===== src/rtl/mem_copy_engine_pkg.sv =====
// Shared types and constants for the memory copy/fill engine.
package mem_copy_engine_pkg;

  localparam int unsigned DEF_ADDR_WIDTH = 16;
  localparam int unsigned DEF_DATA_WIDTH = 16;
  localparam int unsigned DEF_LEN_WIDTH  = 16;

  // Transfer mode selector.
  localparam logic MODE_COPY = 1'b0;
  localparam logic MODE_FILL = 1'b1;

  // Engine sequencing states.
  typedef enum logic [2:0] {
    ST_IDLE = 3'd0,
    ST_RD   = 3'd1,
    ST_WR   = 3'd2,
    ST_FILL = 3'd3,
    ST_FIN  = 3'd4
  } state_t;

endpackage


===== src/rtl/mem_copy_engine.sv =====
// Bus-master copy/fill engine for one port of a negedge-registered dual-port RAM.
// All outputs are registered: the next-state process also computes the next value of
// every output, so memory signals for a state are valid from the edge entering it.
module mem_copy_engine
  import mem_copy_engine_pkg::*;
#(
  parameter int unsigned ADDR_WIDTH = DEF_ADDR_WIDTH,
  parameter int unsigned DATA_WIDTH = DEF_DATA_WIDTH,
  parameter int unsigned LEN_WIDTH  = DEF_LEN_WIDTH
) (
  input  logic                  clock,
  input  logic                  reset,
  input  logic                  start,
  input  logic                  mode,
  input  logic [ADDR_WIDTH-1:0] src_addr,
  input  logic [ADDR_WIDTH-1:0] dst_addr,
  input  logic [LEN_WIDTH-1:0]  length,
  input  logic [DATA_WIDTH-1:0] fill_value,
  output logic                  busy,
  output logic                  done,
  output logic [LEN_WIDTH-1:0]  words_done,
  output logic [ADDR_WIDTH-1:0] mem_address,
  output logic [DATA_WIDTH-1:0] mem_write_data,
  output logic                  mem_write_enable,
  input  logic [DATA_WIDTH-1:0] mem_read_data
);

  state_t                  state_q, state_d;
  logic [ADDR_WIDTH-1:0]   src_q, dst_q;
  logic [LEN_WIDTH-1:0]    len_q;
  logic [DATA_WIDTH-1:0]   fill_q;

  logic                    busy_d, done_d, we_d;
  logic [LEN_WIDTH-1:0]    count_d;
  logic [ADDR_WIDTH-1:0]   addr_d;
  logic [DATA_WIDTH-1:0]   wdata_d;

  // words_done doubles as the word index: it counts writes issued so far.
  logic [ADDR_WIDTH-1:0]   src_cur, dst_cur;
  logic                    last_word;

  assign src_cur   = src_q + ADDR_WIDTH'(words_done);
  assign dst_cur   = dst_q + ADDR_WIDTH'(words_done);
  assign last_word = (words_done == len_q);

  // Capture transfer parameters on an accepted start.
  always_ff @(posedge clock) begin
    if (reset) begin
      src_q  <= '0;
      dst_q  <= '0;
      len_q  <= '0;
      fill_q <= '0;
    end else if (state_q == ST_IDLE && start) begin
      src_q  <= src_addr;
      dst_q  <= dst_addr;
      len_q  <= length;
      fill_q <= fill_value;
    end
  end

  // State and registered outputs.
  always_ff @(posedge clock) begin
    if (reset) begin
      state_q          <= ST_IDLE;
      busy             <= 1'b0;
      done             <= 1'b0;
      words_done       <= '0;
      mem_address      <= '0;
      mem_write_data   <= '0;
      mem_write_enable <= 1'b0;
    end else begin
      state_q          <= state_d;
      busy             <= busy_d;
      done             <= done_d;
      words_done       <= count_d;
      mem_address      <= addr_d;
      mem_write_data   <= wdata_d;
      mem_write_enable <= we_d;
    end
  end

  // Next state and next output values.
  always_comb begin
    state_d = state_q;
    busy_d  = 1'b0;
    done_d  = 1'b0;
    we_d    = 1'b0;
    count_d = words_done;
    addr_d  = mem_address;
    wdata_d = mem_write_data;

    case (state_q)
      ST_IDLE: begin
        if (start) begin
          count_d = '0;
          if (length == '0) begin
            state_d = ST_FIN;
            done_d  = 1'b1;
          end else if (mode == MODE_COPY) begin
            state_d = ST_RD;
            busy_d  = 1'b1;
            addr_d  = src_addr;
          end else begin
            state_d = ST_FILL;
            busy_d  = 1'b1;
            addr_d  = dst_addr;
            wdata_d = fill_value;
            we_d    = 1'b1;
            count_d = LEN_WIDTH'(1);
          end
        end
      end

      // Read data for this word arrives at the next edge; write it straight back out.
      ST_RD: begin
        state_d = ST_WR;
        busy_d  = 1'b1;
        addr_d  = dst_cur;
        wdata_d = mem_read_data;
        we_d    = 1'b1;
        count_d = words_done + LEN_WIDTH'(1);
      end

      ST_WR: begin
        if (last_word) begin
          state_d = ST_FIN;
          done_d  = 1'b1;
        end else begin
          state_d = ST_RD;
          busy_d  = 1'b1;
          addr_d  = src_cur;
        end
      end

      ST_FILL: begin
        if (last_word) begin
          state_d = ST_FIN;
          done_d  = 1'b1;
        end else begin
          busy_d  = 1'b1;
          addr_d  = dst_cur;
          wdata_d = fill_q;
          we_d    = 1'b1;
          count_d = words_done + LEN_WIDTH'(1);
        end
      end

      ST_FIN: begin
        state_d = ST_IDLE;
      end

      default: begin
        state_d = ST_IDLE;
      end
    endcase
  end

endmodule


===== config.mk =====
export PLATFORM = sky130hd
export DESIGN_NAME = mem_copy_engine
export DESIGN_NICKNAME = d
export VERILOG_FILES = /design/src/rtl/mem_copy_engine_pkg.sv /design/src/rtl/mem_copy_engine.sv
export SDC_FILE = /design/constraint.sdc
export NUM_CORES = 1
export LEC_CHECK = 0
export ABC_CLOCK_PERIOD_IN_PS = 4800
export CAP_MARGIN = 20
export CORE_UTILIZATION = 40
export CTS_BUF_LIST = sky130_fd_sc_hd__clkbuf_16
export CTS_CLUSTER_DIAMETER = 60
export DETAILED_ROUTE_END_ITERATION = 8
export PLACE_DENSITY = 0.66
export SLEW_MARGIN = 40
export SYNTH_ARGS = -nofsm -noshare
export SYNTH_HDL_FRONTEND = slang
export SYNTH_SLANG_ARGS = --single-unit

===== constraint.sdc =====
create_clock -name clock -period 4.8 [get_ports clock]
set_clock_uncertainty 0.15 [all_clocks]
set_input_delay 0.72 -clock clock [delete_from_list [all_inputs] [get_ports clock]]
set_output_delay 0.72 -clock clock [all_outputs]
set_load 0.01 [all_outputs]

* After elaboration in Yosys (flattened, before gate mapping)
Cells that the tools add are included.
** Word-level totals
- Register bits after elaboration :: 118
- Bits of input ports :: 84
- Output and inout bits :: 51
** Cells by class
- Mux-type cells :: 34
- Equality and inequality tests :: 10
- Reductions and logical operators :: 10
- Add/subtract/negate cells :: 3
** Operators by type and width (number)
- $mux 16 :: 11
- $pmux 16 s3 :: 2
- $pmux 16 s4 :: 1
- $add 16x16->16 :: 2
- $add 16x1->16 const B :: 1
- $eq 16x16->1 :: 1
- $logic_not 16->1 :: 1
- $mux 3 :: 4
- $ne 2x2->1 const B :: 6
- $pmux 3 s4 :: 1
- $mux 1 :: 11
- $reduce_and 5->1 :: 2
- $eq 3x2->1 const B :: 2
- $pmux 1 s3 :: 2
- $reduce_bool 4->1 :: 1
- $eq 3x1->1 const B :: 1
- $logic_not 3->1 :: 1
- $reduce_and 3->1 :: 1
- $reduce_bool 3->1 :: 1
- $mux 2 :: 1
- $pmux 1 s2 :: 1
- $reduce_and 2->1 :: 1
- $reduce_or 2->1 :: 1
- $logic_and 1x1->1 :: 1

* Longest topological paths before layout
- Word-level depth :: 4
- Mapped depth :: 15
- Depth with buffers taken out :: 13

* Worst setup path after synthesis
OpenSTA, ideal clock, no wires.
- Path type :: register to register
- Start :: register state_q[0]
- End :: register mem_address[15]
- Library setup time :: 117 ps
- Data arrival time :: 3486 ps
- Slack :: 1046 ps
- Cell stages (with the launch flop) :: 15
- Buffers on the path :: 4
- Path through :: dfxtp_1 > clkbuf_1 > nor2b_1 > clkbuf_1 > buf_1 > nand2_1 > nand2_1 > ha_1 > clkbuf_1 > a21o_1 > a2111oi_0 > o21ai_1 > o211ai_1 > mux4_2 > a32o_1
** Between the ends
- Longest elaborated chain between the ends :: 3
** Ends and longest elaborated chain
- start, declared :: line mem_copy_engine.sv:28 : state_t state_q, state_d;
- start signal, assigned :: line mem_copy_engine.sv:72 : state_q <= state_d;
- $eq 3x2->1, or another cell as far along :: line mem_copy_engine.sv:92 : case (state_q)
- $reduce_bool 4->1 (no source line) or $ne 2x2->1 (tied branches)
- $reduce_and 5->1 (no source line)
- end signal, assigned :: line mem_copy_engine.sv:76 : mem_address <= addr_d;
- end, declared :: line mem_copy_engine.sv:22 : output logic [ADDR_WIDTH-1:0] mem_address,
Several ways; a longest one is shown, not always the timed one.
A chain may end at the register's enable or synchronous reset.

* Final worst setup path
- Start :: register state_q[0]
- End :: register mem_address[12]
Same word-level chain as after synthesis.

==> metrics.md <==
| Metric | Value |
|---|---|
| H-tree lvl count | `4` |
| Number of warnings printed during yosys synthesis | `0` |
| Synth-to-layout area growth | `32.9%` |
| Die area | `15900 um^2` |
| Maximum number of pins on one net before global-route repair | `77` |
| Number of clock sinks | `118` |
| First-pass GRT wire length | `27800 um` |
| Clock period minus worst slack | `3.75 ns` |
| Worst slack, placed | `1.06 ns` |
| TNS Setup | `0 ns` |
| Slew at the pin with the worst max-slew slack | `0.809 ns` |
| Clock transition time at the flip-flop clock pins of the worst setup and hold paths | `0.06 ns` |
| Peak ir drop on the vdd network | `0.250 mV` |
| Number of global-route vias before repair | `5553` |
| Post-synthesis average cell area | `7.94 um^2` |
| Number of synthesized register bits | `118` |
| Number of nets at the end of the flow | `987` |
| Async set-or-reset flop fraction in the synthesized netlist | `0%` |
| Fmax | `267 MHz` |
| Number of antenna diodes | `0` |
| Number of buffers added on ports | `134` |
| CTS root buf | `clkbuf_16` |
| Power Dens Cells | `374 nW/um^2` |
| Source-to-sink clock delay at the later pin of the worst-skew pair | `0.42 ns` |
| Cells resized by post-CTS repair | `0` |
| Critical path arrival | `3.91 ns` |
| Multi-input logic area | `3530 um^2` |
| Bufs on Longest Clock Path | `2` |
| Final core utilization | `55.4%` |
| Detailed Route WL | `16800 um` |
| Layout cells sized above 1 | `6.24%` |
| Post-Synthesis Net Count | `877` |
| Static Leakage | `0.00326 uW` |
| Cell accounting for the most synthesized area | `dfxtp_1` |
| Setup violations, final | `0` |
| Critical Path Start Type | `register` |
| Leading cell type by number of instances after synthesis | `nand2_1` |
| Per-cell routed wire length | `15.6 um` |
| Post-synth EDFFs | `0` |
| Final-report hold violation count | `0` |
| Post-Syn Instances | `774` |
| Chip width | `126 um` |
| # rows | `44` |
| Classification of the worst-slack hold path | `register to register` |
| Worst Setup End Kind | `register` |
| Number of violations of the max-capacitance limit | `0` |
| Top post-synthesis cells by area | `dfxtp_1 (38%), nand2_1 (12%), a21oi_1 (8.8%)` |
| Critical path required time | `4.96 ns` |
| Vertical extent of the die | `126 um` |
| Global-route congestion overflow total | `0` |
| Vias per Instance | `5.27` |
| Placeable core area | `14800 um^2` |
| GP Congestion | `0.889` |
| Detailed Route Iter0 Violations | `352` |
| ANT nets after route | `0` |
| Number of setup buffers added after CTS | `0` |
| Post-DP HPWL | `11600 um` |
| Drt first pass iters | `5` |
| Total Routing Usage GR | `22.0%` |
| Number of distinct standard cells referenced by the synthesized netlist | `54` |
| Largest driver fanout on the critical path | `17` |
| DRC viols | `0` |
| Synthesized cell area | `6150 um^2` |
| Starting Density | `41.7%` |
| Max Slew Vio Count | `0` |
| Clock tree from TritonCTS | `done` |
| Total via count after detailed routing | `5702` |
| Critical path type | `register to register` |
| Fill count | `1422` |
| Setup repair after global routing missed its margin | `no` |
| Least setup slack across all paths after layout | `1.05 ns` |
| Initial antenna violation count | `0` |
| Headroom to the max-slew limit | `46.1%` |
| Sequential cell area in the final layout | `2360 um^2` |
| CTS Hold Bufs | `0` |
| Overall power of the completed layout | `3060 uW` |
| Synth top area share | `38.4%` |
| Run status | `completed` |
| Portion of the clock cycle consumed by the worst path in the final layout | `78.1%` |
| Part of the Yosys area used for sequential elements | `38.4%` |
| Main synth FF type | `dfxtp_1` |
| Top cells by count, synth | `nand2_1 (197), dfxtp_1 (118), a21oi_1 (108)` |
| Count of boundary I/O pins | `135` |
| Number of clock buffers inserted by TritonCTS | `17` |
-- area by class of cell --
cell class / instances / share of cell area [%]
clock buffers: 17 / 5.21
clock inverters: 15 / 2.30
inverters: 6 / 0.276
multi-input cells: 597 / 43.2
flip-flops and latches: 118 / 28.9
well taps: 184 / 2.82
repair buffers: 144 / 17.3
-- layer usage --
metal / up-vias / share of wire [%] / track usage, %
li1: 2882 / - / -
met1: 2615 / 47 / 29.1
met2: 185 / 45 / 34.9
met3: 20 / 6.4 / 5.48
met4: 0 / 1.3 / 7.51
met5: - / 0 / 0
-- power by group --
part / internal (uW) / switching, uW
Sequential: 1070 / 51.1
Clock: 860 / 460
Combinational: 292 / 327
-- cell usage in the layout (no fill, tap or decap), drive strengths merged, types with 6 or more instances in the layout --
cell           synthesis  layout
and3                   6       6
clkdlybuf4s50          0     133
xnor2                 23      23
xor2                  17      17
o21ai                 12      12
nor2b                  8       8
a211o                 12      12
mux2i                 42      42
nand4                  6       6
nand2                197     197
buf                   18      11
a211oi                 6       6
inv                    6       7
ha                    18      18
a21oi                110     110
clkbuf                35      17
clkinv                 0       7
o2111ai                9       9
dfxtp                118     118
a21o                   6       6
o211ai                 6       6
nor2                  68      68
-- worst max-delay path, stage by stage, from the launching register on --
cell and delay, ns:
dfxtp_1 0.47, nand2_1 0.48, nand2_1 0.21, nand2_1 0.07
ha_1 0.21, fa_1 0.40, a21o_1 0.19, a21oi_2 0.19
o211ai_1 0.16, a41oi_2 0.32, a21oi_1 0.13, or4_1 0.41
a32o_1 0.23
-- per-stage QoR --
stage,area [um^2],hold slack [ns],cells
after CTS,8170,0.305,1081
final,8170,0.302,1081
after global placement,7560,0.292,1049
after detailed placement,7560,0.297,1049
after global routing,8170,0.322,1081
after floorplan,6150,0.286,774
-- sequential cells by signal, summed over array words and instances (netlist names) --
signal	count
mem_write_data	16
done	1
busy	1
mem_address	16
len_q	16
mem_write_enable	1
state_q	3
words_done	16
dst_q	16
fill_q	16
src_q	16
-- cells by family (layout without fill, tap and decap cells) --
kind of cell    after synthesis  in the layout  share of synthesized area, %
flops                       118            118                          38.4
buf+inv                      59            182                          4.40
simple gates                313            313                          21.4
fa+ha+maj                    19             19                          3.99
xor+xnor                     40             40                          5.82
mux                          45             45                          7.75
compound gates              180            180                          18.2
-- final timing paths --
check	startpoint	endpoint	slack, ns	cells after the start
max	state_q[0]	mem_address[12]	1.05	12
min reg2reg	mem_address[9]	mem_address[9]	0.30	2
max reg2reg	state_q[0]	mem_address[12]	1.05	12
min	mem_address[9]	mem_address[9]	0.30	2
No activity file was read; power rests on OpenSTA's default activity.
